**config.mk**
```make
export PLATFORM = sky130hd
export DESIGN_NAME = logic_sweep
export DESIGN_NICKNAME = d
export VERILOG_FILES = /design/src/rtl/logic_sweep.sv
export SDC_FILE = /design/constraint.sdc
export NUM_CORES = 1
export LEC_CHECK = 0
export CORE_MARGIN = 3
export CORE_UTILIZATION = 30
export CTS_CLUSTER_DIAMETER = 60
export CTS_CLUSTER_SIZE = 16
export DETAILED_ROUTE_END_ITERATION = 10
export PLACE_DENSITY_LB_ADDON = 0.05
export SETUP_SLACK_MARGIN = 0.5
export SYNTH_ARGS = -nofsm -noshare
export SYNTH_HDL_FRONTEND = slang
export SYNTH_SLANG_ARGS = --single-unit
```
**constraint.sdc**
```tcl
create_clock -name clk -period 1.6 [get_ports clk]
set_input_delay 0.4 -clock clk [delete_from_list [all_inputs] [get_ports clk]]
set_output_delay 0.4 -clock clk [all_outputs]
set_load 0.005 [all_outputs]
```
**src/rtl/logic_sweep.sv**
```systemverilog
// logic_sweep: applies a 4-bit truth-table code to an external 2-input
// logical unit, sweeps all four operand combinations, captures the unit's
// responses and reports whether they match the requested code. Mismatching
// results that the consumer accepts are tallied in a saturating counter.
module logic_sweep (
  input  logic       clk,
  input  logic       rst,
  input  logic       cmd_valid,
  output logic       cmd_ready,
  input  logic [3:0] cmd_func,
  output logic [3:0] func,
  output logic       a,
  output logic       b,
  input  logic       lu_out,
  output logic       res_valid,
  input  logic       res_ready,
  output logic [3:0] res_bits,
  output logic       res_match,
  output logic [7:0] err_count
);

  typedef enum logic [1:0] {
    IDLE  = 2'd0,
    SWEEP = 2'd1,
    DONE  = 2'd2
  } state_t;

  state_t     r_state;
  logic [1:0] r_idx;
  logic [3:0] r_func;
  logic       r_a;
  logic       r_b;
  logic [3:0] r_res_bits;
  logic       r_cmd_ready;
  logic       r_res_valid;
  logic [7:0] r_err_count;

  logic [1:0] w_next_idx;
  logic       w_match;

  assign w_next_idx = r_idx + 2'd1;

  // Plain comparison of the captured bits against the applied code; it is
  // deliberately not gated by res_valid so it reads 1 straight out of reset.
  assign w_match = (r_res_bits == r_func);

  // Sweep controller: command intake, operand stepping, result capture and
  // error tally, all with registered outputs.
  always_ff @(posedge clk or posedge rst) begin
    if (rst) begin
      r_state     <= IDLE;
      r_idx       <= 2'd0;
      r_func      <= 4'd0;
      r_a         <= 1'b0;
      r_b         <= 1'b0;
      r_res_bits  <= 4'd0;
      r_cmd_ready <= 1'b1;
      r_res_valid <= 1'b0;
      r_err_count <= 8'd0;
    end else begin
      // NOTE: non-blocking assignments here so every register samples the
      // pre-edge value of r_idx/r_state, regardless of statement order.
      case (r_state)
        IDLE: begin
          if (cmd_valid) begin
            r_func      <= cmd_func;
            r_res_bits  <= 4'd0;
            r_idx       <= 2'd0;
            r_a         <= 1'b0;
            r_b         <= 1'b0;
            r_cmd_ready <= 1'b0;
            r_state     <= SWEEP;
          end
        end

        SWEEP: begin
          // lu_out is only ever looked at here, so its value in other
          // states cannot disturb the controller.
          r_res_bits[r_idx] <= lu_out;
          r_idx             <= w_next_idx;
          if (r_idx == 2'd3) begin
            r_a         <= 1'b0;
            r_b         <= 1'b0;
            r_res_valid <= 1'b1;
            r_state     <= DONE;
          end else begin
            r_a <= w_next_idx[1];
            r_b <= w_next_idx[0];
          end
        end

        DONE: begin
          // Returning to IDLE (not straight to SWEEP) keeps a pending
          // command waiting one extra edge after the result is taken.
          if (res_ready) begin
            r_res_valid <= 1'b0;
            r_cmd_ready <= 1'b1;
            r_state     <= IDLE;
            if (!w_match && (r_err_count != 8'hFF)) begin
              r_err_count <= r_err_count + 8'd1;
            end
          end
        end

        default: begin
          r_res_valid <= 1'b0;
          r_cmd_ready <= 1'b1;
          r_state     <= IDLE;
        end
      endcase
    end
  end

  assign cmd_ready = r_cmd_ready;
  assign func      = r_func;
  assign a         = r_a;
  assign b         = r_b;
  assign res_valid = r_res_valid;
  assign res_bits  = r_res_bits;
  assign res_match = w_match;
  assign err_count = r_err_count;

endmodule

```
==> results of run 1 <==
[cells in the mapped netlist]
library cell / count
sky130_fd_sc_hd__dfstp_2: 1
sky130_fd_sc_hd__nand4_1: 2
sky130_fd_sc_hd__o211ai_1: 1
sky130_fd_sc_hd__xor2_1: 11
sky130_fd_sc_hd__o21ai_1: 1
sky130_fd_sc_hd__nor2_2: 1
sky130_fd_sc_hd__buf_2: 1
sky130_fd_sc_hd__a32o_1: 1
sky130_fd_sc_hd__ha_1: 5
sky130_fd_sc_hd__o21ai_0: 8
sky130_fd_sc_hd__nor3_1: 3
sky130_fd_sc_hd__o31ai_1: 1
sky130_fd_sc_hd__nand3_1: 1
sky130_fd_sc_hd__nor4_1: 1
sky130_fd_sc_hd__a21oi_1: 3
sky130_fd_sc_hd__nor3b_1: 1
sky130_fd_sc_hd__nor4_4: 1
sky130_fd_sc_hd__nand2_1: 11
sky130_fd_sc_hd__mux2_4: 1
sky130_fd_sc_hd__o41ai_1: 1
sky130_fd_sc_hd__nor2_1: 2
sky130_fd_sc_hd__clkbuf_1: 1
sky130_fd_sc_hd__and3_1: 2
sky130_fd_sc_hd__nor2b_1: 1
sky130_fd_sc_hd__dfrtp_1: 22
sky130_fd_sc_hd__and3b_1: 1
sky130_fd_sc_hd__mux2i_1: 4
sky130_fd_sc_hd__mux2_2: 4
sky130_fd_sc_hd__inv_1: 6
[cell families (layout without fill, tap and decap cells)]
| family | count (synthesis) | count (layout) | share of synthesized area (%) |
|---|---|---|---|
| buf+inv | 8 | 92 | 2.81 |
| compound gates | 16 | 16 | 8.45 |
| flops | 23 | 23 | 51.9 |
| fa+ha+maj | 5 | 5 | 5.63 |
| simple gates | 27 | 27 | 13.5 |
| xor+xnor | 11 | 11 | 8.67 |
| mux | 9 | 9 | 9.01 |
[area by class of cell]
| type | count | area (um2) |
|---|---|---|
| clock buffer | 4 | 45.0 |
| tap | 46 | 57.6 |
| timing repair buffer | 82 | 781 |
| fill | 290 | 1280 |
| inverter | 6 | 30.0 |
| sequential | 23 | 578 |
| multi-input combinational | 68 | 667 |
[state kept, by name, summed over array words and instances, names as in the netlist]
signal / count
r_state: 2
res_valid: 1
err_count: 8
cmd_ready: 1
b: 1
r_idx: 2
res_bits: 4
func: 4
[per-layer routing]
layer	up-vias	global-route usage, %	wire [um]
met3	2	1.85	103
met1	485	20.1	1410
li1	509	-	-
met4	0	4.81	14
met5	-	0	0
met2	18	23.3	1500
[worst max-delay path by stage]
stage                 from           end  cells after the start
2_1_floorplan  res_bits[3]  err_count[1]                      4
3_3_place_gp     res_ready  err_count[1]                      5
3_5_place_dp     res_ready  err_count[1]                      5
4_1_cts        res_bits[1]     res_match                      3
5_1_grt            func[3]     res_match                      3
6_report           func[3]     res_match                      3
[worst reg2reg max path, cell delays in order, from the launching register on]
cell and delay (ns):
sky130_fd_sc_hd__dfrtp_1 0.41, sky130_fd_sc_hd__xor2_1 0.17, sky130_fd_sc_hd__nor4_4 0.30, sky130_fd_sc_hd__buf_4 0.15
sky130_fd_sc_hd__buf_6 0.12, sky130_fd_sc_hd__nor2_2 0.06, sky130_fd_sc_hd__mux2_4 0.31
[power by group]
group          internal, mW  leakage (nW)  switching, mW
Combinational          1.39         0.744          0.924
Sequential            0.800         0.290          0.166
Clock                 0.177        0.0228          0.178
Total                  2.37          1.06           1.27
[timing repair]
item,CTS,global route
setup buffers,26,9
endpoints found under the setup margin,41,42
gates resized for setup,128,35
pin swaps,4,12
[stage by stage]
stage / power [mW] / setup WS, ns / TNS (ns) / hold slack (ns) / instances
after floorplan: 1.69 / 0.0413 / 0 / 0.401 / 99
after global placement: 2.38 / -0.224 / -1.18 / 0.460 / 190
after detailed placement: 2.40 / -0.281 / -1.29 / 0.460 / 190
after CTS: 3.23 / -0.120 / -0.254 / 0.428 / 220
after global routing: 3.91 / -0.160 / -0.378 / 0.423 / 229
final: 3.64 / -0.0906 / -0.119 / 0.419 / 229
==> impl_metrics.toml, run 1 <==
[setup_path]
cp_max_fo = 2
crit-reg2reg-launch = "func[3]"
rrSetupSlack_ns = -0.03
max_stage_delay_ns = 0.41
worst-endpoint-required_ns = 1.20
startpoint_type_of_the_worst_setup_path = "register"
worstPathArrival_ns = 1.29
r2r.worst_path.cells = 6
worst_path_dominant_cell_family = "flip-flops"
crit_end_element = "primary output"
slowest_stage = "sky130_fd_sc_hd__dfrtp_1"
timing.rr.end = "err_count[1]"
cp_buf_inv_count = 1
category_of_the_critical_setup_timing_path = "reg2out"
cell_chain_of_the_critical_path = "xor2_1 -> nor4_4 -> buf_2"

[synth]
synth_top_cells_by_area = "sky130_fd_sc_hd__dfrtp_1, sky130_fd_sc_hd__xor2_1, sky130_fd_sc_hd__ha_1"
syn_area_per_cell_um2 = 11.2
synth_fp_nets = 113
syn_area_um2 = 1110
synth_cells = 99
synthDistinctLibCells = 29
yosys_warnings = 0
synth_top_area_share_pct = 49.5
synth_top_area_cell = "sky130_fd_sc_hd__dfrtp_1"
yosysSeqAreaShare_pct = 51.9
ys_seq_elements = 23

[run]
maxCapViolations = 0

[status]
outcome = "finished with violations"
violations = "negative setup slack"

[drt]
initialDrtViolationCount = 36
detail_route.vias_per_cell = 4.43
routed_wirelength_mm = 3.03
total_drc_errors_in_the_routed_layout = 0
vias = 1014
routedWlPerCell_um = 13.2
detailedRoute.firstPassIterationCount = 4
ant_nets = 0

[global_route]
grt_usage_pct = 14.5
grt_pass1_wl_mm = 4.91
via_count_of_the_first_global_routing_pass = 1062
initial_antenna_violation_count = 0
grt_max_degree = 17
global_route.overflow_total = 0

[final_layout]
diodes = 0
drive_gt1_share_pct = 60.7
finish.net_count = 198
layout.cells.most_common_list = "sky130_fd_sc_hd__buf_6, sky130_fd_sc_hd__buf_4, sky130_fd_sc_hd__dfrtp_1, sky130_fd_sc_hd__xor2_1, sky130_fd_sc_hd__buf_2"
final_core_utilization_pct = 62.7
final_design_area_no_fill_um2 = 2160
area_growth_pct = 94.3
leading_cell_type_in_the_layout_fill_and_taps_excluded = "sky130_fd_sc_hd__buf_6"

[hold_path]
hp-class = "in2async"

[sta]
final-setup-viol-count = 2
final_hold_viol_count = 0
slew-limit-headroom_pct = 74.5
fmax_mhz = 592
timing.clock.skew_ns = 0.00585
postLayoutSetupSlackWorst_ns = -0.0906
rsz0062_at_grt = "yes"
final.min_clock_period_ns = 1.69
max_slew.worst_pin.slew_ns = 0.380
slew_viol_final = 0
layout_worst_path_cycle_share_pct = 106

[power]
p_leak_nw = 1.06
vdd.ir_drop.worst_v = 0.000736
pwr_density_cell_nw_per_um2 = 1690

[floorplanning]
fp.dieArea_um2 = 4470
fp.dieW_um = 66.9
initial_core_util_pct = 32.3
core.rowCount = 21
die_height_um = 66.9
boundaryPins = 30
floorplan.core_area_um2 = 3440

[clocking]
cts.clk_slew.worst_paths_ns = 0.08
insertion_delay_ns = 0.26
cts.sink_count = 23
clock_path_buffers = 2
root_buffer = "sky130_fd_sc_hd__clkbuf_8"
tritoncts = "yes"
cts_hold_buf = 0
cts_max_level = 1
tritoncts.num_buffers = 3

[placement]
gp_congestion = 0.744
placed_cell_area_um2 = 1620
portBuffers = 29
post-dp-hpwl_mm = 1.92
Note: power is estimated with default switching activity, not from simulation.
==> run 2, diff against run 1 <==
--- a/config.mk
+++ b/config.mk
@@ -5,7 +5,6 @@
 export SDC_FILE = /design/constraint.sdc
 export NUM_CORES = 1
 export LEC_CHECK = 0
-export CORE_MARGIN = 3
 export CORE_UTILIZATION = 30
 export CTS_CLUSTER_DIAMETER = 60
 export CTS_CLUSTER_SIZE = 16
@@ -15,3 +14,4 @@
 export SYNTH_ARGS = -nofsm -noshare
 export SYNTH_HDL_FRONTEND = slang
 export SYNTH_SLANG_ARGS = --single-unit
+export TNS_END_PERCENT = 50
==> constraint.sdc (replaced) <==
create_clock -name clk -period 1.6 [get_ports clk]
set_input_delay 0.16 -clock clk [delete_from_list [all_inputs] [get_ports clk]]
set_output_delay 0.16 -clock clk [all_outputs]
set_load 0.005 [all_outputs]
==> run 2 against run 1 <==
  * The flow now finishes without violations
  * Critical path depth rose by 2
  * Cell count fell by 8.3%
  * Die area fell by 12%
  * Worst setup slack improved by 0.14 ns
  * Maximum frequency rose by 8.9%
  * First-iteration DRC count rose by 11%
  * Via count fell by 4.1%
  * Sequential share of layout area rose by 2.8 points
  * Non-clock buffer count fell by 19
  * Total power fell by 11%
  * Clock power barely moved
  * Clock skew fell by 0.0027 ns
  * Critical path type is now reg2reg
  * Highest routed layer unchanged
==> impl_metrics.toml, run 2 (same netlist as run 1, synthesis figures left out) <==
[status]
outcome = "finished clean"

[floorplanning]
fp.dieW_um = 62.9
die_height_um = 62.9
boundaryPins = 30
initial_core_util_pct = 32.3
core.rowCount = 21
floorplan.core_area_um2 = 3440
fp.dieArea_um2 = 3950

[sta]
setup_tns_ns = 0
max_slew.worst_pin.slew_ns = 0.377
slew_viol_final = 0
rsz0062_at_grt = "yes"
timing.clock.skew_ns = 0.00317
final-setup-viol-count = 0
slew-limit-headroom_pct = 74.8
fmax_mhz = 644
layout_worst_path_cycle_share_pct = 97.0
final_hold_viol_count = 0
postLayoutSetupSlackWorst_ns = 0.0479
final.min_clock_period_ns = 1.55

[setup_path]
slowest_stage = "sky130_fd_sc_hd__dfrtp_1"
crit-reg2reg-launch = "res_bits[0]"
worstPathArrival_ns = 1.70
max_stage_delay_ns = 0.42
r2r.worst_path.cells = 5
cp_max_fo = 6
crit_end_element = "register"
rrSetupSlack_ns = 0.05
category_of_the_critical_setup_timing_path = "reg2reg"
timing.rr.end = "err_count[1]"
cell_chain_of_the_critical_path = "xor2_2 -> nor4_4 -> buf_6 -> nor2_4 -> mux2_4"
worst-endpoint-required_ns = 1.75
startpoint_type_of_the_worst_setup_path = "register"

[global_route]
via_count_of_the_first_global_routing_pass = 1008
grt_pass1_wl_mm = 4.72
initial_antenna_violation_count = 0
grt_max_degree = 24
grt_usage_pct = 15.0
global_route.overflow_total = 0

[hold_path]
hp-class = "in2async"

[placement]
dpl.cell_count = 192
gp_congestion = 0.705
dpl_worst_slack_ns = -0.0476
post-dp-hpwl_mm = 1.83
portBuffers = 29

[clocking]
cts.sink_count = 23
tritoncts.num_buffers = 3
cts.clk_slew.worst_paths_ns = 0.08
tritoncts = "yes"
root_buffer = "sky130_fd_sc_hd__clkbuf_8"
insertion_delay_ns = 0.26
cts_max_level = 1
cts_hold_buf = 0
clock_path_buffers = 2

[drt]
detailedRoute.firstPassIterationCount = 4
ant_nets = 0
total_drc_errors_in_the_routed_layout = 0
vias = 972
routed_wirelength_mm = 2.85
detail_route.vias_per_cell = 4.63
initialDrtViolationCount = 40
routedWlPerCell_um = 13.6

[final_layout]
finish.cell_count_without_fillers = 210
drive_gt1_share_pct = 54.9
leading_cell_type_in_the_layout_fill_and_taps_excluded = "sky130_fd_sc_hd__buf_6"
finish.net_count = 179
area_growth_pct = 76.5
largest_register_ff_count = 8
diodes = 0
layout.cells.most_common_list = "sky130_fd_sc_hd__buf_6, sky130_fd_sc_hd__dfrtp_1, sky130_fd_sc_hd__buf_4, sky130_fd_sc_hd__xor2_1, sky130_fd_sc_hd__clkdlybuf4s50_1"

[power]
pwr_density_cell_nw_per_um2 = 1650
vdd.ir_drop.worst_v = 0.000800
p_total_mw = 3.23
p_leak_nw = 0.924

[run]
maxCapViolations = 0
## run 2: changes by cell type in the layout (fill, tap and decap cells not counted), moves of 2 or more
cell,change
sky130_fd_sc_hd__a21oi_1,+2
sky130_fd_sc_hd__a21oi_2,-2
sky130_fd_sc_hd__buf_4,-11
sky130_fd_sc_hd__buf_6,-13
sky130_fd_sc_hd__clkbuf_2,+2
sky130_fd_sc_hd__clkdlybuf4s15_1,+4
sky130_fd_sc_hd__inv_2,+2
sky130_fd_sc_hd__inv_4,-2
sky130_fd_sc_hd__nor2_2,-2
sky130_fd_sc_hd__o21ai_1,-4
sky130_fd_sc_hd__o21ai_2,+4
sky130_fd_sc_hd__xor2_1,-2
sky130_fd_sc_hd__xor2_2,+2
## run 2: power by group
group,internal [mW],total [mW],switching [mW]
clock,0.177,0.354,0.177
sequential,0.801,1.04,0.238
combinational,1.09,1.84,0.752
## run 2: worst max-delay path, delay by kind of cell (launching register included)
kind / cells / cell delay [ns]
flip-flops: 1 / 0.42
AND/OR/NAND/NOR: 2 / 0.35
multiplexers: 1 / 0.30
XOR/XNOR: 1 / 0.20
buffers and inverters: 1 / 0.18
## run 2: cell type report
class                      instances  area, um2
fill                             303       1480
multi-input combinational         68        667
timing repair buffer              63        587
sequential                        23        579
tap                               46       57.6
clock buffer                       4       45.0
inverter                           6       25.0
## run 2: through the flow
step | area [um2] | utilization, % | hold WS, ns
final | 1960 | 57.0 | 0.244
after global routing | 1960 | 57.0 | 0.279
after CTS | 1800 | 52.4 | 0.258
after detailed placement | 1600 | 46.5 | 0.453
after global placement | 1600 | 46.5 | 0.450
after floorplan | 1110 | - | 0.161
## run 2: metal layers
metal	wire length (um)	vias up	global-route usage (%)
li1	-	472	-
met1	1300	481	21.2
met2	1450	17	24.5
met3	69	2	1.82
met4	25	0	3.49
met5	0	-	0
## run 2: worst max path at each step
stage | from | end | slack (ns)
CTS | res_bits[1] | err_count[1] | 0.003
detailed placement | res_ready | err_count[1] | -0.05
global placement | res_ready | err_count[1] | -0.02
floorplan | res_bits[3] | err_count[1] | 0.04
finish | res_bits[0] | err_count[1] | 0.05
global route | err_count[0] | err_count[5] | -0.03
## run 2: timing repair
item                                    in CTS  in global routing
resized for setup                          100                 43
gates cloned                                 0                  0
pin swaps                                    4                  9
endpoints found under the setup margin      41                 31
setup buffers                                9                  5
